[src/rtl/pipeline_debug_ctrl.sv]
// Run/step/halt/dump sequencer for the 5-stage pipeline: gates fetch and stage enables,
// drains on halt, and streams the register file out while halted. Optional: PIPE_DEBUG_CYCLE_COUNT_EN.
module pipeline_debug_ctrl #(
    parameter int NREGS        = 32,
    parameter int ADDR_W       = 5,
    parameter int DATA_W       = 32,
    parameter int DRAIN_CYCLES = 4
) (
    input  logic              clk,
    input  logic              reset,
    input  logic              cmd_valid,
    input  logic [1:0]        cmd_op,
    output logic              cmd_ready,
    input  logic              halt_detected,
    output logic              if_enable,
    output logic              pipe_enable,
    output logic              regfile_dbg_sel,
    output logic [ADDR_W-1:0] regfile_dbg_addr,
    input  logic [DATA_W-1:0] regfile_dbg_data,
    output logic              dump_valid,
    output logic [DATA_W-1:0] dump_data,
    output logic              dump_last,
    input  logic              dump_ready,
    output logic              status_halted,
    output logic [31:0]       cycle_count
);

    localparam int CNT_W = (DRAIN_CYCLES > 1) ? $clog2(DRAIN_CYCLES) : 1;
    localparam logic [ADDR_W-1:0] LAST_IDX  = ADDR_W'(NREGS - 1);
    localparam logic [CNT_W-1:0]  DRAIN_TOP = CNT_W'(DRAIN_CYCLES - 1);

    localparam logic [1:0] OP_HALT = 2'b00;
    localparam logic [1:0] OP_RUN  = 2'b01;
    localparam logic [1:0] OP_STEP = 2'b10;
    localparam logic [1:0] OP_DUMP = 2'b11;

    typedef enum logic [2:0] {
        S_HALTED = 3'd0,
        S_RUN    = 3'd1,
        S_STEP   = 3'd2,
        S_DRAIN  = 3'd3,
        S_DUMP   = 3'd4
    } state_t;

    state_t            state_q, state_d;
    logic [CNT_W-1:0]  drain_cnt_q, drain_cnt_d;
    logic [ADDR_W-1:0] idx_q, idx_d;
    logic              cmd_fire;
    logic              dump_fire;

    assign cmd_fire  = cmd_valid && cmd_ready;
    assign dump_fire = dump_valid && dump_ready;

    always_ff @(posedge clk) begin
        if (!reset) begin
            state_q     <= S_HALTED;
            drain_cnt_q <= '0;
            idx_q       <= '0;
        end else begin
            state_q     <= state_d;
            drain_cnt_q <= drain_cnt_d;
            idx_q       <= idx_d;
        end
    end

    always_comb begin
        state_d = state_q;
        case (state_q)
            S_HALTED: begin
                if (cmd_fire) begin
                    case (cmd_op)
                        OP_RUN:  state_d = S_RUN;
                        OP_STEP: state_d = S_STEP;
                        OP_DUMP: state_d = S_DUMP;
                        default: state_d = S_HALTED;
                    endcase
                end
            end
            // A retiring HALT instruction beats a same-cycle host HALT so nothing behind it writes back.
            S_RUN: begin
                if (halt_detected)                        state_d = S_HALTED;
                else if (cmd_fire && cmd_op == OP_HALT)   state_d = S_DRAIN;
            end
            S_STEP:  state_d = halt_detected ? S_HALTED : S_DRAIN;
            S_DRAIN: begin
                if (halt_detected || drain_cnt_q == '0)   state_d = S_HALTED;
            end
            S_DUMP: begin
                if (dump_fire && idx_q == LAST_IDX)       state_d = S_HALTED;
            end
            default: state_d = S_HALTED;
        endcase
    end

    always_comb begin
        drain_cnt_d = drain_cnt_q;
        if (state_d == S_DRAIN && state_q != S_DRAIN)
            drain_cnt_d = DRAIN_TOP;
        else if (state_q == S_DRAIN && drain_cnt_q != '0)
            drain_cnt_d = drain_cnt_q - 1'b1;
    end

    // Index stops at the last register; the final handshake leaves DUMP instead of wrapping.
    always_comb begin
        idx_d = idx_q;
        if (state_q == S_HALTED && cmd_fire && cmd_op == OP_DUMP)
            idx_d = '0;
        else if (state_q == S_DUMP && dump_fire && idx_q != LAST_IDX)
            idx_d = idx_q + 1'b1;
    end

    always_comb begin
        if_enable        = 1'b0;
        pipe_enable      = 1'b0;
        cmd_ready        = 1'b0;
        regfile_dbg_sel  = 1'b0;
        regfile_dbg_addr = '0;
        dump_valid       = 1'b0;
        dump_last        = 1'b0;
        status_halted    = 1'b0;
        case (state_q)
            S_HALTED: begin
                cmd_ready     = 1'b1;
                status_halted = 1'b1;
            end
            S_RUN: begin
                if_enable   = 1'b1;
                pipe_enable = 1'b1;
                cmd_ready   = 1'b1;
            end
            S_STEP: begin
                if_enable   = 1'b1;
                pipe_enable = 1'b1;
            end
            S_DRAIN: pipe_enable = 1'b1;
            S_DUMP: begin
                regfile_dbg_sel  = 1'b1;
                regfile_dbg_addr = idx_q;
                dump_valid       = 1'b1;
                dump_last        = (idx_q == LAST_IDX);
            end
            default: begin
                cmd_ready     = 1'b1;
                status_halted = 1'b1;
            end
        endcase
    end

    assign dump_data = regfile_dbg_data;

`ifdef PIPE_DEBUG_CYCLE_COUNT_EN
    logic [31:0] cycle_count_q, cycle_count_d;

    always_comb begin
        cycle_count_d = cycle_count_q;
        if (pipe_enable)
            cycle_count_d = cycle_count_q + 32'd1;
    end

    always_ff @(posedge clk) begin
        if (!reset) cycle_count_q <= '0;
        else        cycle_count_q <= cycle_count_d;
    end

    assign cycle_count = cycle_count_q;
`else
    assign cycle_count = '0;
`endif

endmodule

[config.mk]
export PLATFORM = sky130hd
export DESIGN_NAME = pipeline_debug_ctrl
export DESIGN_NICKNAME = d
export VERILOG_FILES = /design/src/rtl/pipeline_debug_ctrl.sv
export SDC_FILE = /design/constraint.sdc
export NUM_CORES = 1
export LEC_CHECK = 0
export CAP_MARGIN = 20
export CORE_MARGIN = 2
export CORE_UTILIZATION = 32
export CTS_CLUSTER_DIAMETER = 40
export DETAILED_ROUTE_END_ITERATION = 10
export HOLD_SLACK_MARGIN = 0.06
export PLACE_DENSITY = 0.91
export SLEW_MARGIN = 10
export SYNTH_ARGS = -nofsm -noshare
export SYNTH_HDL_FRONTEND = slang
export SYNTH_SLANG_ARGS = --single-unit
[constraint.sdc]
create_clock -name clk -period 4.8 [get_ports clk]
set_clock_uncertainty 0.05 [all_clocks]
set_input_delay 0.72 -clock clk [delete_from_list [all_inputs] [get_ports clk]]
set_output_delay 0.72 -clock clk [all_outputs]
set_load 0.03 [all_outputs]
==> impl_metrics.env, run 1 <==
export IMPL_outcome="completed"
export IMPL_worstSetupPathType="flop to output port"
export IMPL_fin_nets=177
export IMPL_crit_path_end_kind="output port"
export IMPL_clkPwrFrac=0.316
export IMPL_avgSynthCellArea_sq_um=7.73
export IMPL_setup_viol=0
export IMPL_clockBufferDepth=2
export IMPL_post_cts_buffers=0
export IMPL_cp_data_required_time_ps=4030
export IMPL_antenna_found_initial=0
export IMPL_rsz0062_at_grt="no"
export IMPL_initial_core_util=0.340
export IMPL_power_leakage_nw=0.418
export IMPL_grt_max_degree=13
export IMPL_cts_sinks=10
export IMPL_insertion_delay_ps=260
export IMPL_die_area_sq_um=4120
export IMPL_syn_inst=150
export IMPL_die_x_microns=64.2
export IMPL_routedWlPerCell_microns=9.98
export IMPL_portBuffers=18
export IMPL_syn_to_final_growth_pct=-11.0
export IMPL_critPathMaxFanout=12
export IMPL_ctsResizeCount=0
export IMPL_synth_area_leaders="buf_4 (42%), dfxtp_1 (17%), a21oi_1 (4.3%)"
export IMPL_first_pass_iters=4
export IMPL_gp_congestion=0.884
export IMPL_grt_remaining_overflow=0
export IMPL_hold_violations=0
export IMPL_switching_power_w=0.0000911
export IMPL_tritoncts="built"
export IMPL_synth_edff_count=0
export IMPL_hold_slack_ps=453
export IMPL_drc=0
export IMPL_grt_pass1_vias=624
export IMPL_cts_hold_buffers=0
export IMPL_switching_share=0.378
export IMPL_yosysSeqAreaShare=0.173
export IMPL_period_share=0.635
export IMPL_die_h_microns=64.2
export IMPL_start_kind="flop"
export IMPL_max_freq_mhz=328
export IMPL_fin_crit_ps=3050
export IMPL_critPathArrivalTime_ps=2280
export IMPL_core_area_sq_um=3420
export IMPL_layout_drive_gt1_share=0.0522
export IMPL_p_seq_frac=0.368
export IMPL_grt_pass1_wl_mm=2.73
export IMPL_p_comb_frac=0.317
export IMPL_htree_levels=1
export IMPL_dpl_cell_count=176
export IMPL_hp_class="flop to flop"
export IMPL_vdd_ir_drop_max_mv=0.0602
export IMPL_synth_top_cell_area_share=0.421
export IMPL_drt_wl_total_mm=1.80
export IMPL_clk_pin_slew_ps=70
export IMPL_syn_cell_area_sq_um=1160
export IMPL_ys_flop_type="dfxtp_1"
export IMPL_fin_cells=180
export IMPL_power_density_nw_per_um2=234
export IMPL_groute_usage_overall=0.0833
export IMPL_ant_nets=0
export IMPL_async_reset_ff_frac=0
export IMPL_yosys_area_top_type="buf_4"
export IMPL_finalPower_w=0.000241
export IMPL_internal_power_w=0.000150
export IMPL_vias=768
export IMPL_io_pins=115
export IMPL_synth_distinct_cells=32
export IMPL_via_per_inst=4.27
export IMPL_cts_buffers=3
export IMPL_maxCapViolations=0
export IMPL_fin_tns_setup_ps=0
export IMPL_rows=21
export IMPL_maxSlewViolCount=0
export IMPL_ctsRootBufferMaster="clkbuf_4"
export IMPL_antenna_cells=0
export IMPL_ys_warn_count=0
export IMPL_ys_ff_latch=10
export IMPL_n_fill_cell=366
export IMPL_hpwl_mm=1.41
export IMPL_dr_first_iter_drc_count=61
-- cell families (layout without fill, tap and decap cells) --
group           count (synthesis)  after routing  synth area share
buf+inv                        75             28             0.466
simple gates                   35             35             0.180
compound gates                 22             22             0.113
flops                          10             10             0.173
fa+ha+maj                       3              3            0.0324
xor+xnor                        3              3            0.0227
other cells                     1             32           0.00323
mux                             1              1           0.00971
-- placed cells by master (no fill, tap or decap), types with 2 or more instances in the layout --
cell type        instances
o31ai_1                  2
xnor2_1                  2
o32ai_1                  2
nand2_1                  4
inv_1                    5
dfxtp_1                 10
and2_1                   5
and3_1                   2
clkdlybuf4s50_1         18
nor2b_1                  3
a21oi_1                 10
o21ai_0                  5
nor2_1                   7
nand4_1                  2
conb_1                  32
nand3_1                  3
clkbuf_4                 3
ha_1                     3
or4_1                    3
-- worst max-delay path, cell delays in order (launching register included) --
cell and delay (ps):
dfxtp_1 510, or3b_4 470, clkinv_1 180, and2_1 170, clkdlybuf4s50_1 680
-- flip-flops by register name (all words and copies together) (netlist names) --
register	count
state_q	3
idx_q	5
drain_cnt_q	2
-- power by group through the flow --
| stage | logic, W | clock network (W) | registers [W] |
|---|---|---|---|
| global placement | 0.0000751 | 0 | 0.0000904 |
| global route | 0.0000811 | 0.0000839 | 0.0000894 |
| detailed placement | 0.0000760 | 0 | 0.0000906 |
| floorplan | 0.000133 | 0 | 0.0000878 |
| CTS | 0.0000761 | 0.0000800 | 0.0000887 |
| finish | 0.0000764 | 0.0000762 | 0.0000887 |
-- cell usage after synthesis, types with 2 or more instances --
| cell | number |
|---|---|
| and3_1 | 2 |
| nor2b_1 | 3 |
| o31ai_1 | 2 |
| nor2_1 | 7 |
| clkbuf_1 | 2 |
| and2_1 | 5 |
| or4_1 | 3 |
| o32ai_1 | 2 |
| nand4_1 | 2 |
| inv_1 | 5 |
| nand2_1 | 4 |
| nand3_1 | 3 |
| a21oi_1 | 10 |
| ha_1 | 3 |
| dfxtp_1 | 10 |
| xnor2_1 | 2 |
| buf_6 | 2 |
| o21ai_0 | 5 |
| buf_4 | 65 |
-- layer usage --
layer  vias up  track usage  part of all wire
li1        371            -                 -
met1       343       0.0862              0.38
met2        50        0.139              0.47
met3         4       0.0405              0.13
met4         0       0.0426             0.013
met5         -            0                 0
-- area by class of cell --
cell class | count | area [sq um] | share of cell area
multi-input combinational | 96 | 536 | 0.519
clock buffer | 4 | 36.3 | 0.0352
tap | 46 | 57.6 | 0.0558
sequential | 10 | 200 | 0.194
inverter | 6 | 22.5 | 0.0218
timing repair buffer | 18 | 180 | 0.175
-- per-stage QoR --
| stage | util | setup WS (ps) | instance area, sq um |
|---|---|---|---|
| 4_1_cts | 0.302 | 1740 | 1030 |
| 5_1_grt | 0.302 | 1610 | 1030 |
| 6_report | 0.302 | 1750 | 1030 |
| 3_3_place_gp | 0.292 | 2070 | 996 |
| 3_5_place_dp | 0.292 | 2050 | 996 |
| 2_1_floorplan | - | 2530 | 1280 |
-- worst paths after layout --
path                         start                    end  slack, ps  cells past startpoint
max reg2reg  idx_q[1]$_SDFFE_PP0P_  idx_q[3]$_SDFFE_PP0P_       2950                      6
min reg2reg  idx_q[0]$_SDFFE_PP0P_  idx_q[0]$_SDFFE_PP0P_        450                      2
max          state_q[2]$_SDFF_PN0_    regfile_dbg_addr[4]       1750                      4
min          idx_q[0]$_SDFFE_PP0P_  idx_q[0]$_SDFFE_PP0P_        450                      2
Power figures use the tool's default switching activity.
==> run 2: changes to the inputs <==
--- a/config.mk
+++ b/config.mk
@@ -7,11 +7,11 @@
 export LEC_CHECK = 0
 export CAP_MARGIN = 20
 export CORE_MARGIN = 2
-export CORE_UTILIZATION = 32
+export CORE_UTILIZATION = 27
 export CTS_CLUSTER_DIAMETER = 40
 export DETAILED_ROUTE_END_ITERATION = 10
 export HOLD_SLACK_MARGIN = 0.06
-export PLACE_DENSITY = 0.91
+export PLACE_DENSITY = 0.83
 export SLEW_MARGIN = 10
 export SYNTH_ARGS = -nofsm -noshare
 export SYNTH_HDL_FRONTEND = slang
==> constraint.sdc (replaced) <==
create_clock -name clk -period 2.55 [get_ports clk]
set_clock_uncertainty 0.05 [all_clocks]
set_input_delay 0.3825 -clock clk [delete_from_list [all_inputs] [get_ports clk]]
set_output_delay 0.3825 -clock clk [all_outputs]
set_load 0.03 [all_outputs]
==> impl_metrics.env, run 2 (synthesized netlist as in run 1, its figures left out) <==
export IMPL_outcome="completed"
export IMPL_rows=23
export IMPL_p_comb_frac=0.312
export IMPL_insertion_delay_ps=240
export IMPL_critPathArrivalTime_ps=1970
export IMPL_hp_class="flop to flop"
export IMPL_clk_pin_slew_ps=50
export IMPL_internal_power_w=0.000301
export IMPL_syn_to_final_growth_pct=-8.41
export IMPL_vdd_ir_drop_max_mv=0.123
export IMPL_initial_core_util=0.286
export IMPL_gp_congestion=0.837
export IMPL_top_register="idx_q"
export IMPL_fin_cells=184
export IMPL_max_freq_mhz=416
export IMPL_hpwl_mm=1.47
export IMPL_slowest_stage="clkdlybuf4s50_1"
export IMPL_period_share=0.943
export IMPL_fin_ws_ps=146
export IMPL_worstSetupPathType="flop to output port"
export IMPL_antenna_cells=0
export IMPL_cp_data_required_time_ps=2120
export IMPL_grt_max_degree=12
export IMPL_crit_family="buffers and inverters"
export IMPL_max_stage_delay_ps=700
export IMPL_die_area_sq_um=4840
export IMPL_clockBufferDepth=2
export IMPL_fin_area_sq_um=1060
export IMPL_vias=780
export IMPL_routedWlPerCell_microns=10.5
export IMPL_setup_viol=0
export IMPL_drt_wl_total_mm=1.93
export IMPL_io_pins=115
export IMPL_grt_pass1_vias=642
export IMPL_cts_sinks=10
export IMPL_core_area_sq_um=4060
export IMPL_maxSlewViolCount=0
export IMPL_cts_buffers=3
export IMPL_ctsRootBufferMaster="clkbuf_8"
export IMPL_post_cts_buffers=0
export IMPL_final_common_cell="conb_1"
export IMPL_dr_first_iter_drc_count=68
export IMPL_layout_drive_gt1_share=0.0597
export IMPL_finalPower_w=0.000476
export IMPL_portBuffers=18
export IMPL_rsz0062_at_grt="no"
export IMPL_die_x_microns=69.5
export IMPL_crit_buf_inv=2
export IMPL_fin_crit_ps=2400
export IMPL_largest_registers="idx_q: 5 flops, state_q: 3 flops, drain_cnt_q: 2 flops"
export IMPL_critPathMaxFanout=11
export IMPL_start_kind="flop"
export IMPL_dpl_cell_count=181
export IMPL_htree_levels=1
export IMPL_antenna_found_initial=0
export IMPL_power_leakage_nw=0.506
export IMPL_tritoncts="built"
export IMPL_via_per_inst=4.24
export IMPL_hold_violations=0
export IMPL_clkPwrFrac=0.341
export IMPL_first_pass_iters=4
export IMPL_p_seq_frac=0.348
export IMPL_switching_power_w=0.000175
export IMPL_worstPathCellList="or3b_4, clkinv_1, clkdlybuf4s50_1"
export IMPL_crit_path_end_kind="output port"
export IMPL_grt_remaining_overflow=0
export IMPL_final_cell_mix="conb_1 (32), clkdlybuf4s50_1 (12), a21oi_1 (10), dfxtp_1 (9), nor2_1 (7)"
export IMPL_fin_tns_setup_ps=0
export IMPL_groute_usage_overall=0.0770
export IMPL_dp_worst_setup_slack_ps=261
export IMPL_largest_reg_flops=5
export IMPL_switching_share=0.368
export IMPL_dpl_cell_area_sq_um=1010
export IMPL_drc=0
export IMPL_power_density_nw_per_um2=448
export IMPL_ant_nets=0
export IMPL_grt_pass1_wl_mm=2.95
export IMPL_die_h_microns=69.5
export IMPL_fin_nets=178
export IMPL_maxCapViolations=0
## run 2: cell types whose count changed in the layout (fill, tap and decap cells not counted), sizes merged
cell and delta:
buf +1, clkbuf -1, clkdlybuf4s50 -6, dlygate4sd2 +1
dlymetal6s2s +5
## run 2: final timing paths
check	to	slack, ps	depth (start not counted)	startpoint
max reg2reg	idx_q[2]$_SDFFE_PP0P_	700	6	idx_q[1]$_SDFFE_PP0P_
min reg2reg	idx_q[3]$_SDFFE_PP0P_	450	2	idx_q[3]$_SDFFE_PP0P_
min	idx_q[3]$_SDFFE_PP0P_	450	2	idx_q[3]$_SDFFE_PP0P_
max	regfile_dbg_sel	150	3	state_q[1]$_SDFF_PN0_
## run 2: layout make-up
type | count | area (sq um)
fillers | 432 | 3000
multi-input cells | 96 | 536
flip-flops and latches | 10 | 201
repair buffers | 19 | 199
well taps | 50 | 62.6
clock buffers | 3 | 41.3
inverters | 6 | 22.5
## run 2: power by group through the flow
| stage | clock network, W | logic [W] | registers [W] |
|---|---|---|---|
| 3_5_place_dp | 0 | 0.000147 | 0.000168 |
| 6_report | 0.000162 | 0.000149 | 0.000166 |
| 3_3_place_gp | 0 | 0.000146 | 0.000168 |
| 2_1_floorplan | 0 | 0.000250 | 0.000165 |
| 5_1_grt | 0.000172 | 0.000158 | 0.000166 |
| 4_1_cts | 0.000165 | 0.000148 | 0.000165 |
## run 2: worst min-delay path, stage by stage, from the launching register on
cell	delay [ps]
dfxtp_1	320
o31ai_1	70
a21oi_1	60
## run 2: timing repair
item,4_1_cts,5_1_grt
hold buffers,0,0
pin swaps,0,0
endpoints found under the setup margin,1,5
cloned,0,0
gates resized for setup,1,6
## run 2: routing by layer
layer | part of all wire | vias up | global-route usage
met3 | 0.12 | 9 | 0.0305
met4 | 0.026 | 0 | 0.0523
li1 | - | 373 | -
met5 | 0 | - | 0
met2 | 0.46 | 52 | 0.113
met1 | 0.39 | 346 | 0.0913
## run 2: stage by stage
step | hold slack (ps) | util
after floorplan | 408 | -
after global placement | 432 | 0.249
after detailed placement | 441 | 0.249
after CTS | 449 | 0.258
after global routing | 470 | 0.262
final | 451 | 0.262
